`config.mk`:
```
export PLATFORM = sky130hd
export DESIGN_NAME = shift_normalizer
export DESIGN_NICKNAME = d
export VERILOG_FILES = /design/src/rtl/shift_normalizer.sv
export SDC_FILE = /design/constraint.sdc
export NUM_CORES = 1
export LEC_CHECK = 0
export CAP_MARGIN = 20
export CORE_MARGIN = 2
export CORE_UTILIZATION = 36
export DETAILED_ROUTE_END_ITERATION = 16
export GPL_TIMING_DRIVEN = 1
export PLACE_DENSITY_LB_ADDON = 0.15
export SYNTH_ARGS = -nofsm -noshare
export SYNTH_HDL_FRONTEND = slang
export SYNTH_SLANG_ARGS = --single-unit
```
`constraint.sdc`:
```
create_clock -name clk -period 2.83 [get_ports clk]
set_clock_uncertainty 0.05 [all_clocks]
set_input_delay 0.849 -clock clk [delete_from_list [all_inputs] [get_ports clk]]
set_output_delay 0.849 -clock clk [all_outputs]
set_load 0.1 [all_outputs]
```
`src/rtl/shift_normalizer.sv`:
```
// Multi-cycle normaliser: shifts a latched operand one bit per clock toward the
// MSB (left mode) or LSB (right mode) until that bit is 1, reporting the shift count.
module shift_normalizer #(
  parameter int WIDTH = 16,
  parameter int CNT_W = 5
) (
  input  logic             clk,
  input  logic             rst_n,
  input  logic             start,
  input  logic             left,
  input  logic [WIDTH-1:0] din,
  output logic             busy,
  output logic             done,
  output logic [WIDTH-1:0] dout,
  output logic [CNT_W-1:0] count,
  output logic             zero
);

  // The zero-operand result reports WIDTH itself, so the count must hold it.
  if (CNT_W < $clog2(WIDTH + 1)) begin : g_cnt_w_check
    $error("shift_normalizer: CNT_W too narrow to hold WIDTH");
  end

  typedef enum logic [1:0] {
    IDLE  = 2'd0,
    SHIFT = 2'd1,
    DONE  = 2'd2
  } state_t;

  state_t             state_q, state_d;
  logic [WIDTH-1:0]   sreg_q,  sreg_d;
  logic [CNT_W-1:0]   cnt_q,   cnt_d;
  logic               left_q,  left_d;
  logic [WIDTH-1:0]   dout_q,  dout_d;
  logic [CNT_W-1:0]   count_q, count_d;
  logic               zero_q,  zero_d;

  logic               target_bit;

  assign target_bit = left_q ? sreg_q[WIDTH-1] : sreg_q[0];

  always_comb begin
    // NOTE: every signal gets a default before the case so no path leaves one
    // unassigned; an unassigned path in always_comb infers a latch.
    state_d = state_q;
    sreg_d  = sreg_q;
    cnt_d   = cnt_q;
    left_d  = left_q;
    dout_d  = dout_q;
    count_d = count_q;
    zero_d  = zero_q;

    unique case (state_q)
      IDLE: begin
        if (start) begin
          sreg_d  = din;
          left_d  = left;
          cnt_d   = '0;
          state_d = SHIFT;
        end
      end

      SHIFT: begin
        if (sreg_q == '0) begin
          dout_d  = '0;
          count_d = CNT_W'(WIDTH);
          zero_d  = 1'b1;
          state_d = DONE;
        end else if (target_bit) begin
          dout_d  = sreg_q;
          count_d = cnt_q;
          zero_d  = 1'b0;
          state_d = DONE;
        end else begin
          // A set bit exists and isn't at the target yet, so cnt_q stays below WIDTH-1 here.
          sreg_d = left_q ? {sreg_q[WIDTH-2:0], 1'b0} : {1'b0, sreg_q[WIDTH-1:1]};
          cnt_d  = cnt_q + CNT_W'(1);
        end
      end

      DONE: begin
        state_d = IDLE;
      end

      default: begin
        state_d = IDLE;
      end
    endcase
  end

  // NOTE: sequential state uses non-blocking assignments so every flop samples
  // pre-edge values regardless of statement order.
  always_ff @(posedge clk or negedge rst_n) begin
    if (!rst_n) begin
      // NOTE: all state, including the result registers, clears on reset so an
      // aborted operation leaves no stale result behind.
      state_q <= IDLE;
      sreg_q  <= '0;
      cnt_q   <= '0;
      left_q  <= 1'b0;
      dout_q  <= '0;
      count_q <= '0;
      zero_q  <= 1'b0;
    end else begin
      state_q <= state_d;
      sreg_q  <= sreg_d;
      cnt_q   <= cnt_d;
      left_q  <= left_d;
      dout_q  <= dout_d;
      count_q <= count_d;
      zero_q  <= zero_d;
    end
  end

  assign busy  = (state_q != IDLE);
  assign done  = (state_q == DONE);
  assign dout  = dout_q;
  assign count = count_q;
  assign zero  = zero_q;

endmodule

```
# [Word-level counts from Yosys, hierarchy flattened]
# Cells that the tools add are included.
[op_classes] n_reduce_logical=9 add_sub_neg=1 muxes=20 eq_ne=6
[ops] cell="2-to-1 mux 16 bit" count=6
[ops] cell="case mux 16 bit (2 select lines)" count=1
[ops] cell="2-to-1 mux 5 bit" count=5
[ops] cell="zero test 16 bit" count=1
[ops] cell="case mux 5 bit (2 select lines)" count=1
[ops] cell="2-to-1 mux 2 bit" count=3
[ops] cell="!= test 2 bit, second input constant" count=3
[ops] cell="AND reduction 2 bit" count=3
[ops] cell="nonzero test 2 bit" count=3
[ops] cell="adder 5 x 1 -> 5 bit, second input constant" count=1
[ops] cell="case mux 2 bit (2 select lines)" count=1
[ops] cell="AND reduction 4 bit" count=1
[ops] cell="2-to-1 mux 1 bit" count=3
[ops] cell="!= test 3 bit, second input constant" count=1
[ops] cell="== test 2 x 1 -> 1 bit, second input constant" count=1
[ops] cell="== test 2 bit, second input constant" count=1
[ops] cell="zero test 2 bit" count=1
[word_totals] output_inout_bits=24 in_bits=20 word_cells=43 ff_bits=46

# [Depth between registers and ports, before layout]
[depth] depth_word=4 mapped_depth=7 mapped_depth_nobuf=5

# [Least setup slack after synthesis]
# No wires, ideal clock.
[synth_path] path_kind="register to output" start="register state_q[0]" end="output port done" stages_incl_launch_ff=3 required_time_ps=1931 n_path_buf=1 slack_ps=166 arrival_time_ps=1765 cell_sequence="dfrtp_1 > buf_2 > nor2_1"
[synth_via] elab_chain_cells=1
[synth_lines] element="from (decl)" line="30" rtl="state_t state_q, state_d;"
[synth_lines] element="from (signal assigned)" line="105" rtl="state_q <= state_d;"
[synth_lines] element="== test 2 bit" line="116" rtl="assign done = (state_q == DONE);"
[synth_lines] element="to (decl)" line="13" rtl="output logic done,"
# Every way passes these cells.

# [Worst setup path in the final report]
[layout_path] start="register state_q[0]" end="output port busy"
[layout_via] elab_chain_cells=1
[layout_lines] element="nonzero test 2 bit" line="115" rtl="assign busy = (state_q != IDLE);"
[layout_lines] element="to (decl)" line="12" rtl="output logic busy,"
# Every way passes these cells.

==> out/metrics.cfg <==
[timing]
slew_viol_final=0
period_minus_slack_ns=2.154
worst_pin_slew_ns=0.9018
rsz0062_at_grt=false
clock.fmax_mhz=464.2
setup_viol=0
period_share=0.7612
finalSetupTns_ns=0
relSlewSlack=0.3988
finalHoldViolCount=0

[logic_synthesis]
ys_ff_latch=46
syn-cell-area_mm2=0.002195
async_flop_share=1.000
ys_types=30
synth_area_leaders=dfrtp_1 (52%), nand2_1 (11%), o21ai_0 (8.9%)
postSynthNetCount=266
synth_top_area_share=0.5245
ys_seq_area_frac=0.5245
synthCells=245
synth_ff_type=dfrtp_1
synth-edff-count=0
synth.largest_area_cell=dfrtp_1
yosysWarnings=0
syn_avg_cell_area_um2=8.958

[final_layout]
fillers=611
multi_input_area_um2=957.2
synthToLayoutAreaGrowth_pct=25.09
diodes=0
nNetsFinal=308
final_cell_mix=nand2_1 (62), dfrtp_1 (46), o21ai_0 (39)
layout_commonest_cell=nand2_1
regArea_mm2=0.001151
drive_gt1_frac=0.1493

[global_route]
first_global_vias=1738
antenna_found_initial=0
grt_overflow=0
grt_use_total=0.1647
grt_max_degree=29
grt_pass1_wl_um=8556

[critical_path]
worst_path_max_delay_cell=dfrtp_1
critPathLaunchType=flip-flop
crit_arrival_ns=1.26
setup.worst_path.class=flip-flop to output pin
crit_path_end_kind=output pin
worst-path-max-fanout=10
slowest_delay_ns=0.51
critPathRequiredTime_ns=1.93
path_cells=nor2_1 -> inv_1 -> buf_4

[die]
core-area_mm2=0.005921
io_pins=44
die_h_um=82.08
rows=28
start_util=0.3707
die_x_um=82.08
die_area_mm2=0.006736

[clock_network]
cts.clk_slew.worst_paths_ns=0.09
cts_resized=0
htreeDepth=2
cts_setup_buffers=0
clk_latency_ns=0.30
cts.sinks=46
cts_tree=built
hold_buffers=0
cts_root_buf=clkbuf_8
clock_path_buffers=2
cts_made_buffers=5

[routing]
drtIter0Drc=101
wl_per_cell_um=13.72
antenna_left=0
drcViolationCount=0
vias=1776
drt-vias-per-instance=4.893
firstDrtPassIters=5
routed_wirelength_um=4982

[min_path]
hold_class=flip-flop to flip-flop

[run]
drv_cap=0

[place]
finalWeightedCongestion=0.7637
dpl.hpwl_um=3515
portBuffers=43

[status]
outcome=finished clean

per-stage QoR:
step           cell area (µm²)  worst slack (ns)  cells  utilization  hold WS [ns]
2_1_floorplan             2195            0.1663    245            -        0.4218
3_3_place_gp              2639            0.4424    355       0.4457        0.4201
3_5_place_dp              2639            0.4087    355       0.4457        0.4335
4_1_cts                   2745            0.6480    363       0.4637        0.4520
5_1_grt                   2745            0.5338    363       0.4637        0.4930
6_report                  2745            0.6757    363       0.4637        0.4490
layout make-up:
cell class | count | area share
clock buffers | 7 | 0.02780
clock inverters | 1 | 0.01094
well taps | 75 | 0.03418
repair buffers | 51 | 0.1550
flip-flops and latches | 46 | 0.4193
inverters | 3 | 0.004102
multi-input cells | 180 | 0.3487
flip-flops by register name (all words and copies together) (netlist names):
name / count
state_q: 2
sreg_q: 16
count: 5
dout: 16
zero: 1
cnt_q: 5
left_q: 1
worst max-delay path, delay by kind of cell, from the launching register on:
kind | cells | cell delay, ns
buffers and inverters | 2 | 0.34
flip-flops | 1 | 0.51
AND/OR/NAND/NOR | 1 | 0.10
kinds of logic (layout without fill, tap and decap cells):
kind of cell	Yosys count	after routing	share of synthesized area
simple gates	100	100	0.1910
compound gates	62	62	0.1534
flops	46	46	0.5245
buf+inv	19	62	0.03933
mux	17	17	0.08608
fa+ha+maj	1	1	0.005700
routing by layer:
layer  part of all wire  vias to the layer above  global-route usage
li1                   -                      913                   -
met4              0.010                        0             0.05000
met2               0.46                       31              0.2675
met3              0.039                        5             0.02967
met5                  0                        -                   0
met1               0.49                      827              0.2238
synthesized netlist by cell type, types with 2 or more instances:
cell type,count
a21o_1,2
a21oi_1,16
buf_2,5
clkbuf_1,9
dfrtp_1,46
inv_1,3
mux2i_1,14
nand2_1,62
nand3_1,5
nor2_1,20
nor2b_1,2
nor4_1,4
o21ai_0,39
o21ai_1,2
path summary, 6_finish.rpt:
| kind | startpoint | endpoint | slack, ns | cells after the start |
|---|---|---|---|---|
| max | state_q[0] | busy | 0.68 | 3 |
| min | zero | zero | 0.45 | 1 |
| max reg2reg | sreg_q[10] | sreg_q[3] | 0.70 | 5 |
| min reg2reg | zero | zero | 0.45 | 1 |
| max in group asynchronous | rst_n | cnt_q[2] | 1.60 | 2 |
| min in group asynchronous | rst_n | dout[1] | 0.52 | 1 |
Power is left out: the tool's default activity adds up to more than one toggle a clock period on the data nets, which glitch-free logic cannot reach.
